### src/rtl/serial_add_ctrl.sv
// serial_add_ctrl
// Bit-serial adder controller: adds two N-bit operands one bit per clock, LSB
// first, through a single one-bit full-adder cell. Owns the operand shift
// registers, the carry flip-flop, the bit counter and the start/done handshake.
//
// Ports:
//   i_clk    rising-edge clock
//   i_rst    synchronous, active-high reset (priority over i_start)
//   i_start  request; sampled only in IDLE or DONE
//   i_a/i_b  operands, captured on the accepting edge
//   i_cin    carry in, captured on the accepting edge
//   o_busy   high while an addition is in progress
//   o_done   one-cycle pulse: o_s/o_cout just updated
//   o_s      registered sum of the last completed addition
//   o_cout   registered carry out of the last completed addition
module serial_add_ctrl #(
  parameter int unsigned N = 8
) (
  input  logic         i_clk,
  input  logic         i_rst,
  input  logic         i_start,
  input  logic [N-1:0] i_a,
  input  logic [N-1:0] i_b,
  input  logic         i_cin,
  output logic         o_busy,
  output logic         o_done,
  output logic [N-1:0] o_s,
  output logic         o_cout
);

  localparam int unsigned CntW = $clog2(N + 1);

  typedef enum logic [1:0] {
    StIdle,
    StRun,
    StDone
  } state_e;

  state_e r_state;
  state_e w_state_nxt;

  logic [N-1:0]    r_a;
  logic [N-1:0]    r_b;
  logic [N-1:0]    r_psum;
  logic [N-1:0]    r_s;
  logic            r_carry;
  logic            r_cout;
  logic [CntW-1:0] r_cnt;

  logic            w_sum;
  logic            w_carry;
  logic            w_accept;
  logic            w_last;
  logic [N-1:0]    w_psum_nxt;

  // One-bit full-adder cell fed from the operand LSBs and the carry flop.
  assign w_sum   = r_a[0] ^ r_b[0] ^ r_carry;
  assign w_carry = (r_a[0] & r_b[0]) | (r_carry & (r_a[0] ^ r_b[0]));

  // Counter holds the index of the bit being processed; the edge that
  // processes bit N-1 is the completing edge.
  assign w_last = (r_cnt == CntW'(N - 1));

  // New sum bit enters at the MSB; after N shifts the register holds the sum.
  always_comb begin
    w_psum_nxt        = r_psum >> 1;
    w_psum_nxt[N-1]   = w_sum;
  end

  always_comb begin
    w_state_nxt = r_state;
    w_accept    = 1'b0;
    case (r_state)
      StIdle: begin
        if (i_start) begin
          w_accept    = 1'b1;
          w_state_nxt = StRun;
        end
      end
      StRun: begin
        if (w_last) begin
          w_state_nxt = StDone;
        end
      end
      StDone: begin
        // Back-to-back acceptance straight from the done cycle.
        if (i_start) begin
          w_accept    = 1'b1;
          w_state_nxt = StRun;
        end else begin
          w_state_nxt = StIdle;
        end
      end
      default: w_state_nxt = StIdle;
    endcase
  end

  always_ff @(posedge i_clk) begin
    if (i_rst) begin
      r_state <= StIdle;
      r_a     <= '0;
      r_b     <= '0;
      r_psum  <= '0;
      r_s     <= '0;
      r_carry <= 1'b0;
      r_cout  <= 1'b0;
      r_cnt   <= '0;
    end else begin
      r_state <= w_state_nxt;
      if (w_accept) begin
        r_a     <= i_a;
        r_b     <= i_b;
        r_carry <= i_cin;
        r_cnt   <= '0;
      end else if (r_state == StRun) begin
        r_a     <= r_a >> 1;
        r_b     <= r_b >> 1;
        r_carry <= w_carry;
        r_psum  <= w_psum_nxt;
        r_cnt   <= r_cnt + CntW'(1);
        if (w_last) begin
          r_s    <= w_psum_nxt;
          r_cout <= w_carry;
        end
      end
    end
  end

  // All outputs come straight from flops: no input-to-output combinational path.
  assign o_busy = (r_state == StRun);
  assign o_done = (r_state == StDone);
  assign o_s    = r_s;
  assign o_cout = r_cout;

endmodule
### config.mk
export PLATFORM = sky130hd
export DESIGN_NAME = serial_add_ctrl
export DESIGN_NICKNAME = d
export VERILOG_FILES = /design/src/rtl/serial_add_ctrl.sv
export SDC_FILE = /design/constraint.sdc
export NUM_CORES = 1
export LEC_CHECK = 0
export ABC_AREA = 1
export CORE_MARGIN = 2
export CORE_UTILIZATION = 54
export CTS_CLUSTER_DIAMETER = 30
export DETAILED_ROUTE_END_ITERATION = 6
export PLACE_DENSITY = 0.83
export SLEW_MARGIN = 20
export SYNTH_ARGS = -nofsm -noshare
export SYNTH_HDL_FRONTEND = slang
export SYNTH_SLANG_ARGS = --single-unit
### constraint.sdc
create_clock -name i_clk -period 3.1 [get_ports i_clk]
set_input_delay 0.62 -clock i_clk [delete_from_list [all_inputs] [get_ports i_clk]]
set_output_delay 0.62 -clock i_clk [all_outputs]
set_load 0.05 [all_outputs]
# After elaboration in Yosys (flattened, before gate mapping)
# Index checks and enable logic that the tools add are counted.
[word_totals] register_bits=40 elab_cells=39
[op_classes] addsub=1 n_eq_ne=5 n_mux=12 bitwise=6 reduce_logical=7
[op_table] cell="two-way mux 8 bit" n=4
[op_table] cell="one-hot mux 2 bit (3 select lines)" n=1
[op_table] cell="two-way mux 1 bit" n=5
[op_table] cell="adder 4 x 1 -> 4 bit (second input constant)" n=1
[op_table] cell="equality test 4 x 3 -> 1 bit (second input constant)" n=1
[op_table] cell="two-way mux 2 bit" n=2
[op_table] cell="AND reduction 2 bit" n=2
[op_table] cell="OR reduction 2 bit" n=2
[op_table] cell="AND reduction 3 bit" n=1
[op_table] cell="AND 1 bit" n=2
[op_table] cell="equality test 2 x 1 -> 1 bit (second input constant)" n=1
[op_table] cell="equality test 2 bit (second input constant)" n=1
[op_table] cell="logical NOT 2 bit" n=1
[op_table] cell="!= test 2 x 1 -> 1 bit (second input constant)" n=1
[op_table] cell="!= test 2 bit (second input constant)" n=1
[op_table] cell="nonzero test 2 bit" n=1
[op_table] cell="bitwise XOR 1 bit" n=2
[op_table] cell="inverter 1 bit" n=1
[op_table] cell="bitwise OR 1 bit" n=1

# Depth between registers and ports, before layout
# Gate-level depths: netlist (run 1).
[depth] word_depth=5 depth_mapped=7 mapped_depth_nobuf=7

# Worst setup path before layout (run 1)
# Ideal clock, no wire load.
[synth_timing] path_kind="register -> output" start="reg r_state[1]" end="out o_done" arrival_time_ps=1107 t_required_ps=2480 slack_ps=1373 path_stages_with_launch=3 path_buffers=0 path_cell_list="dfxtp_1 -> inv_1 -> nor2_1"
[synth_via] elab_chain_cells=1
[synth_lines] item="start: declaration" line_no="39" rtl="state_e r_state;"
[synth_lines] item="start signal: assignment" line_no="100" rtl="r_state <= StIdle;"
[synth_lines] item="start signal: assignment" line_no="109" rtl="r_state <= w_state_nxt;"
[synth_lines] item="equality test 2 bit" line_no="131" rtl="assign o_done = (r_state == StDone);"
[synth_lines] item="end: declaration" line_no="26" rtl="output logic o_done,"
# Every way passes these cells.

# Final worst setup path (run 1)
[layout_timing] start="reg r_state[0]" end="out o_busy"
[layout_via] elab_chain_cells=1
[layout_lines] item="equality test 2 x 1 -> 1 bit" line_no="130" rtl="assign o_busy = (r_state == StRun);"
[layout_lines] item="end: declaration" line_no="25" rtl="output logic o_busy,"
# Every way passes these cells.

==> summary.md, run 1 <==
| Metric | Value |
|---|---|
| Status | complete, but fails checks |
| Failing checks | design-rule violations |
| Synth Instances | 213 |
| Worst reg2reg path depth | 6 |
| Met2 wire length | 1430 um |
| XOR/XNOR Fraction of Synth Area | 0% |
| Largest family of logic cells by synthesized area | simple AND/OR/NAND/NOR gates |
| Routed len/inst | 11.3 um |
| ANT nets after route | 0 |
| Startpoint Class | register |
| RSZ-0062 raised after global routing | no |
| Tmin final | 2.62 ns |
| Total global routing overflow | 0 |
| Synth area leaders | dfxtp_1 48%, nand2_1 9.5%, a21oi_1 6.2% |
| Total number of vias | 1407 |
| WHS Endpoint | r_a[7]$_SDFFE_PP0P_ |
| Seq/Total Area, Yosys | 48.2% |
| Layout area overhead | 24.1% |
| CTS Root Cell | clkbuf_4 |
| Buffers on Ports | 30 |
| Die Y | 58.8 um |
| Post-route DRC violation count | 2 |
| Worst r2r src | r_state[1]$_SDFFE_PP0P_ |
| Nets | 263 |
| Final setup fails | 0 |
| Fin worst setup slack | 0.476 ns |
| CTS clock-pin slew for the worst setup and hold paths | 0.11 ns |
| Post-Route M1 WL | 1420 um |
| Distinct cells, synth | 23 |
| Share of the synthesized area in the top cell type | 48.2% |
| PwrDens | 546 nW/um^2 |
| Initial antenna violation count | 0 |
| Required time of the worst setup path | 2.48 ns |
| Mux cell area share after synthesis | 0% |
| Met3 wire len | 177 um |
| CTS max path bufs | 2 |
| Max-cap viol count | 0 |
| Clock Skews | 0.00923 ns |
| Core area | 2810 um^2 |
| Total Power | 1.10 mW |
| Share of cells above drive strength 1 | 8.68% |
| Pre-antenna DRT Iters | 6 |
| Hold depth | 2 |
| Initial Util | 57.8% |
| Relative slew slack | 51.0% |
| WHS | 0.469 ns |
| Simple-gate share of the synthesized area | 26.2% |
| Maximum VDD drop | 0.000321 V |
| Final Cell Area | 2010 um^2 |
| Avg Cell Area, Syn | 7.61 um^2 |
| Hold path start | r_a[7]$_SDFFE_PP0P_ |
| Top routing layer in use | met4 |
| Iteration-0 DRC Markers | 63 |
| Worst Path Arrival | 2.00 ns |
| Gpl congestion | 0.799 |
| DRT Wirelength | 3080 um |
| Clock sinks | 39 |
| Largest net degree at the start of global routing | 27 |
| H-tree Lvls | 2 |
| Final hold vios | 0 |
| Leakage | 0.821 nW |
| Tcrit/Tclk final | 84.7% |
| Critical R2R Capture | r_a[0]$_SDFFE_PP0P_ |
| DIE WIDTH | 58.8 um |
| N_diodes | 0 |
| Post_cts resized | 0 |
| Clk_lat worst skew | 0.35 ns |
| Final slew viol count | 0 |
| Worst R2R Setup Slack | 1.31 ns |
| Area of the die | 3450 um^2 |
| First-pass GRT wire length | 5400 um |
| Critical path type | register to output port |
| Crit end category | output port |
| CTS tree | yes |
| Worst slew pin tran | 0.732 ns |
| Synth Area in Adders | 2.01% |
| Via-per-instance ratio | 5.15 |
| Synth Register Bits | 39 |
| Post-placement cell count | 265 |
| Area post-placement | 1910 um^2 |
| Warnings, synthesis | 0 |
| FP Rows | 19 |
| Most frequent cells in the layout | 41 x nand2_1, 39 x dfxtp_1, 30 x clkdlybuf4s50_1 |
| FMAX | 381 MHz |
| # IOs | 31 |
| CTS Buf Count | 5 |
| # fillers | 234 |
| Via count of the first global-routing pass | 1325 |
| Largest fanout on the critical path | 11 |
| Syn_nets | 235 |
| Setup TNS | 0 ns |
| Postcts setup bufs | 0 |
| Post-DP HPWL | 2150 um |
| Dpl ws | 0.765 ns |
| Yosys top cell by area | dfxtp_1 |
| GRT Total Usage | 20.9% |
| Cell Area, Synth | 1620 um^2 |
| Most common cell after layout, fill and taps aside | nand2_1 |
| CTS Hold Buffers Added | 0 |
| Hold WC Path Type | register to register |
| Post-synthesis compound-gate area fraction | 15.0% |
| Post-layout util | 71.7% |
| Cell Count, Final, Fillers Out | 273 |
==> flip-flops by register name, summed over array words and instances, names as in the netlist <==
name     flops
r_carry      1
r_b          8
r_a          8
o_cout       1
o_s          8
r_state      2
r_cnt        4
r_psum       7
==> critical path, cell delays in order, from the launching register on <==
cell and delay (ns):
dfxtp_1 0.46, inv_2 0.10, nor2_4 0.24, clkdlybuf4s50_1 0.86
==> worst max-delay path by stage <==
stage                             from                     to  slack [ns]  cells after the start
2_1_floorplan  r_state[1]$_SDFFE_PP0P_                 o_done        1.37                      2
3_3_place_gp                     i_rst  r_cnt[0]$_SDFFE_PP0P_        0.77                      4
3_5_place_dp                     i_rst  r_cnt[0]$_SDFFE_PP0P_        0.77                      4
4_1_cts        r_state[0]$_SDFFE_PP0P_                 o_busy        0.45                      3
5_1_grt        r_state[0]$_SDFFE_PP0P_                 o_busy        0.32                      3
6_report       r_state[0]$_SDFFE_PP0P_                 o_busy        0.48                      3
==> where the power goes <==
part	switching, mW	internal (mW)
registers	0.0167	0.531
logic	0.0786	0.0560
clock network	0.164	0.252
==> layer usage <==
| metal | vias to the layer above | track usage (%) |
|---|---|---|
| met5 | - | 0 |
| li1 | 742 | - |
| met1 | 623 | 25.3 |
| met3 | 6 | 3.96 |
| met2 | 36 | 34.3 |
| met4 | 0 | 12.3 |
==> cells in the mapped netlist <==
| cell type | number |
|---|---|
| a211oi_1 | 1 |
| o21ai_0 | 16 |
| ha_1 | 1 |
| nor2_4 | 1 |
| fa_1 | 1 |
| buf_6 | 1 |
| nor3_2 | 5 |
| inv_2 | 3 |
| clkbuf_1 | 3 |
| nor2_1 | 23 |
| nor2_2 | 1 |
| a21oi_1 | 20 |
| dfxtp_1 | 39 |
| nand3_1 | 15 |
| nand3_2 | 1 |
| inv_1 | 21 |
| nor3b_1 | 1 |
| nand2_4 | 1 |
| buf_4 | 1 |
| buf_2 | 4 |
| nand2_1 | 41 |
| nand2_2 | 2 |
| o21ai_1 | 11 |
==> final cells by class <==
class	instances	area (um^2)	area share, %
Clock inverter	2	60.1	2.99
Inverter	24	90.1	4.48
Multi-Input combinational cell	141	699	34.8
Clock buffer	6	41.3	2.05
Sequential cell	39	781	38.8
Timing Repair Buffer	30	300	14.9
Tap cell	31	38.8	1.93
==> logic make-up after synthesis <==
family	after synthesis
simple gates	91
compound gates	48
flops	39
buf+inv	33
fa+ha+maj	2
(Power assumes the default switching activity.)
==> inputs of run 2 (changes only) <==
Settings changed: CORE_UTILIZATION 54 to 50, PLACE_DENSITY 0.83 to 0.77.
Clock period 3.1 ns to 2.6 ns, I/O delays scaled along.
==> run 2 against run 1 <==
Net effect:
- the run now ends clean
- via count did not move
- global-route usage rose by 0.47 points
- clock skew fell by 0.0054 ns
- register-to-register slack got worse by 0.26 ns
- cell count rose by 6.6%
- die area rose by 7.4%
- sequential power rose by 19%
- core utilization fell by 6.1 points
- sequential share of layout area fell by 0.17 points
- combinational power rose by 25%
- critical path type unchanged
- highest routed layer unchanged
==> summary.md, run 2 (synthesis results as in run 1) <==
| Metric | Value |
|---|---|
| Status | complete, no violations |
| Most frequent cells in the layout | 41 x nand2_1, 39 x dfxtp_1, 29 x clkdlybuf4s50_1 |
| Required time of the worst setup path | 2.08 ns |
| # IOs | 31 |
| Initial Util | 52.6% |
| Nets | 268 |
| Initial antenna violation count | 0 |
| Post-route DRC violation count | 0 |
| Routed len/inst | 11.2 um |
| Post-placement cell count | 283 |
| Tcrit/Tclk final | 89.4% |
| Startpoint Class | register |
| FP Rows | 20 |
| Core area | 3080 um^2 |
| Final slew viol count | 0 |
| Worst Path Arrival | 1.80 ns |
| Clock Skews | 0.00378 ns |
| Total global routing overflow | 0 |
| DIE WIDTH | 60.9 um |
| # fillers | 284 |
| N_diodes | 0 |
| CTS Root Cell | clkbuf_4 |
| DRT Wirelength | 3260 um |
| Max-cap viol count | 0 |
| Leakage | 0.835 nW |
| CTS clock-pin slew for the worst setup and hold paths | 0.11 ns |
| CP Cell Sequence | inv_1 > nor2_1 > clkdlybuf4s50_1 |
| Relative slew slack | 64.0% |
| Die Y | 60.9 um |
| Clock sinks | 39 |
| Via-per-instance ratio | 4.84 |
| FMAX | 430 MHz |
| Pre-antenna DRT Iters | 4 |
| Logic gate share of total power | 15.0% |
| GRT Total Usage | 21.3% |
| Share of cells above drive strength 1 | 10.5% |
| Hold WC Path Type | register to register |
| Setup TNS | 0 ns |
| CTS tree | yes |
| Via count of the first global-routing pass | 1306 |
| Post-DP HPWL | 2310 um |
| Fin worst setup slack | 0.275 ns |
| Postcts setup bufs | 0 |
| Cell Count, Final, Fillers Out | 291 |
| WHS | 0.473 ns |
| NetSw | 0.312 mW |
| Most common cell after layout, fill and taps aside | nand2_1 |
| CTS max path bufs | 2 |
| RSZ-0062 raised after global routing | no |
| CTS Buf Count | 5 |
| ANT nets after route | 0 |
| First-pass GRT wire length | 5680 um |
| PwrDens | 556 nW/um^2 |
| Dpl ws | 0.433 ns |
| H-tree Lvls | 2 |
| Largest fanout on the critical path | 5 |
| Critical path type | register to output port |
| Gpl congestion | 0.747 |
| Tmin final | 2.32 ns |
| Buffers on Ports | 30 |
| Layout area overhead | 24.6% |
| Final setup fails | 0 |
| Area of the die | 3710 um^2 |
| CP max-delay cell | clkdlybuf4s50_1 |
| Iteration-0 DRC Markers | 68 |
| Maximum VDD drop | 0.000328 V |
| Final hold vios | 0 |
| Seq pwr share | 58.2% |
| Worst slew pin tran | 0.540 ns |
| Cell internal pwr | 0.810 mW |
| Clock Power Share | 26.8% |
| Clk_lat worst skew | 0.35 ns |
| Largest net degree at the start of global routing | 25 |
| Total number of vias | 1407 |
| Switching share of power | 27.8% |
| Crit end category | output port |
| Slowest stage delay, CP | 0.81 ns |
[run 2: changes by cell type in the layout (fill, tap and decap cells not counted), sizes merged]
cell           delta
bufinv            -2
clkinv            +1
clkinvlp          +1
clkdlybuf4s50     -1
dlymetal6s2s      +1
buf               +5
[run 2: stage by stage]
step	total power, mW	util (%)	instance area [um^2]
floorplan	0.778	-	1620
global placement	0.832	63.8	1960
detailed placement	0.836	63.8	1960
CTS	1.13	65.5	2020
global route	1.19	65.6	2020
finish	1.12	65.6	2020
[run 2: repair_timing]
item / 4_1_cts / 5_1_grt
gates resized for setup: 0 / 1
endpoints found under the setup margin: 0 / 1
hold buffers: 0 / 0
[run 2: final timing paths]
path | from | to | slack [ns] | cells past startpoint
setup / recovery | r_state[1]$_SDFFE_PP0P_ | o_done | 0.28 | 3
hold / removal | r_a[4]$_SDFFE_PP0P_ | r_a[4]$_SDFFE_PP0P_ | 0.47 | 2
setup reg to reg | r_state[0]$_SDFFE_PP0P_ | r_b[6]$_SDFFE_PP0P_ | 1.05 | 6
hold reg to reg | r_a[4]$_SDFFE_PP0P_ | r_a[4]$_SDFFE_PP0P_ | 0.47 | 2
[run 2: layout make-up]
cell class	instances	area (um^2)	area share, %
Multi-Input combinational cell	141	699	34.6
Clock buffer	6	41.3	2.04
Timing Repair Buffer	35	340	16.9
Sequential cell	39	781	38.7
Clock inverter	2	12.5	0.620
Tap cell	44	55.1	2.73
Inverter	24	90.1	4.46
[run 2: critical path: cells and delay by family, from the launching register on]
kind | cells | cell delay [ns]
buffers and inverters | 2 | 0.93
flip-flops | 1 | 0.41
AND/OR/NAND/NOR | 1 | 0.11
[run 2: per-layer routing]
layer,GRT usage (%),share of wire (%),vias to the layer above
met5,0,0,-
met4,9.32,2.2,0
met3,7.68,5.1,10
met2,33.0,46,36
met1,26.9,47,613
li1,-,-,748
[run 2: power groups by stage]
stage / clock (mW) / sequential [mW] / combinational [mW]
after CTS: 0.307 / 0.653 / 0.171
after global routing: 0.337 / 0.657 / 0.192
after global placement: 0 / 0.666 / 0.166
after detailed placement: 0 / 0.667 / 0.169
after floorplan: 0 / 0.662 / 0.115
final: 0.300 / 0.653 / 0.169
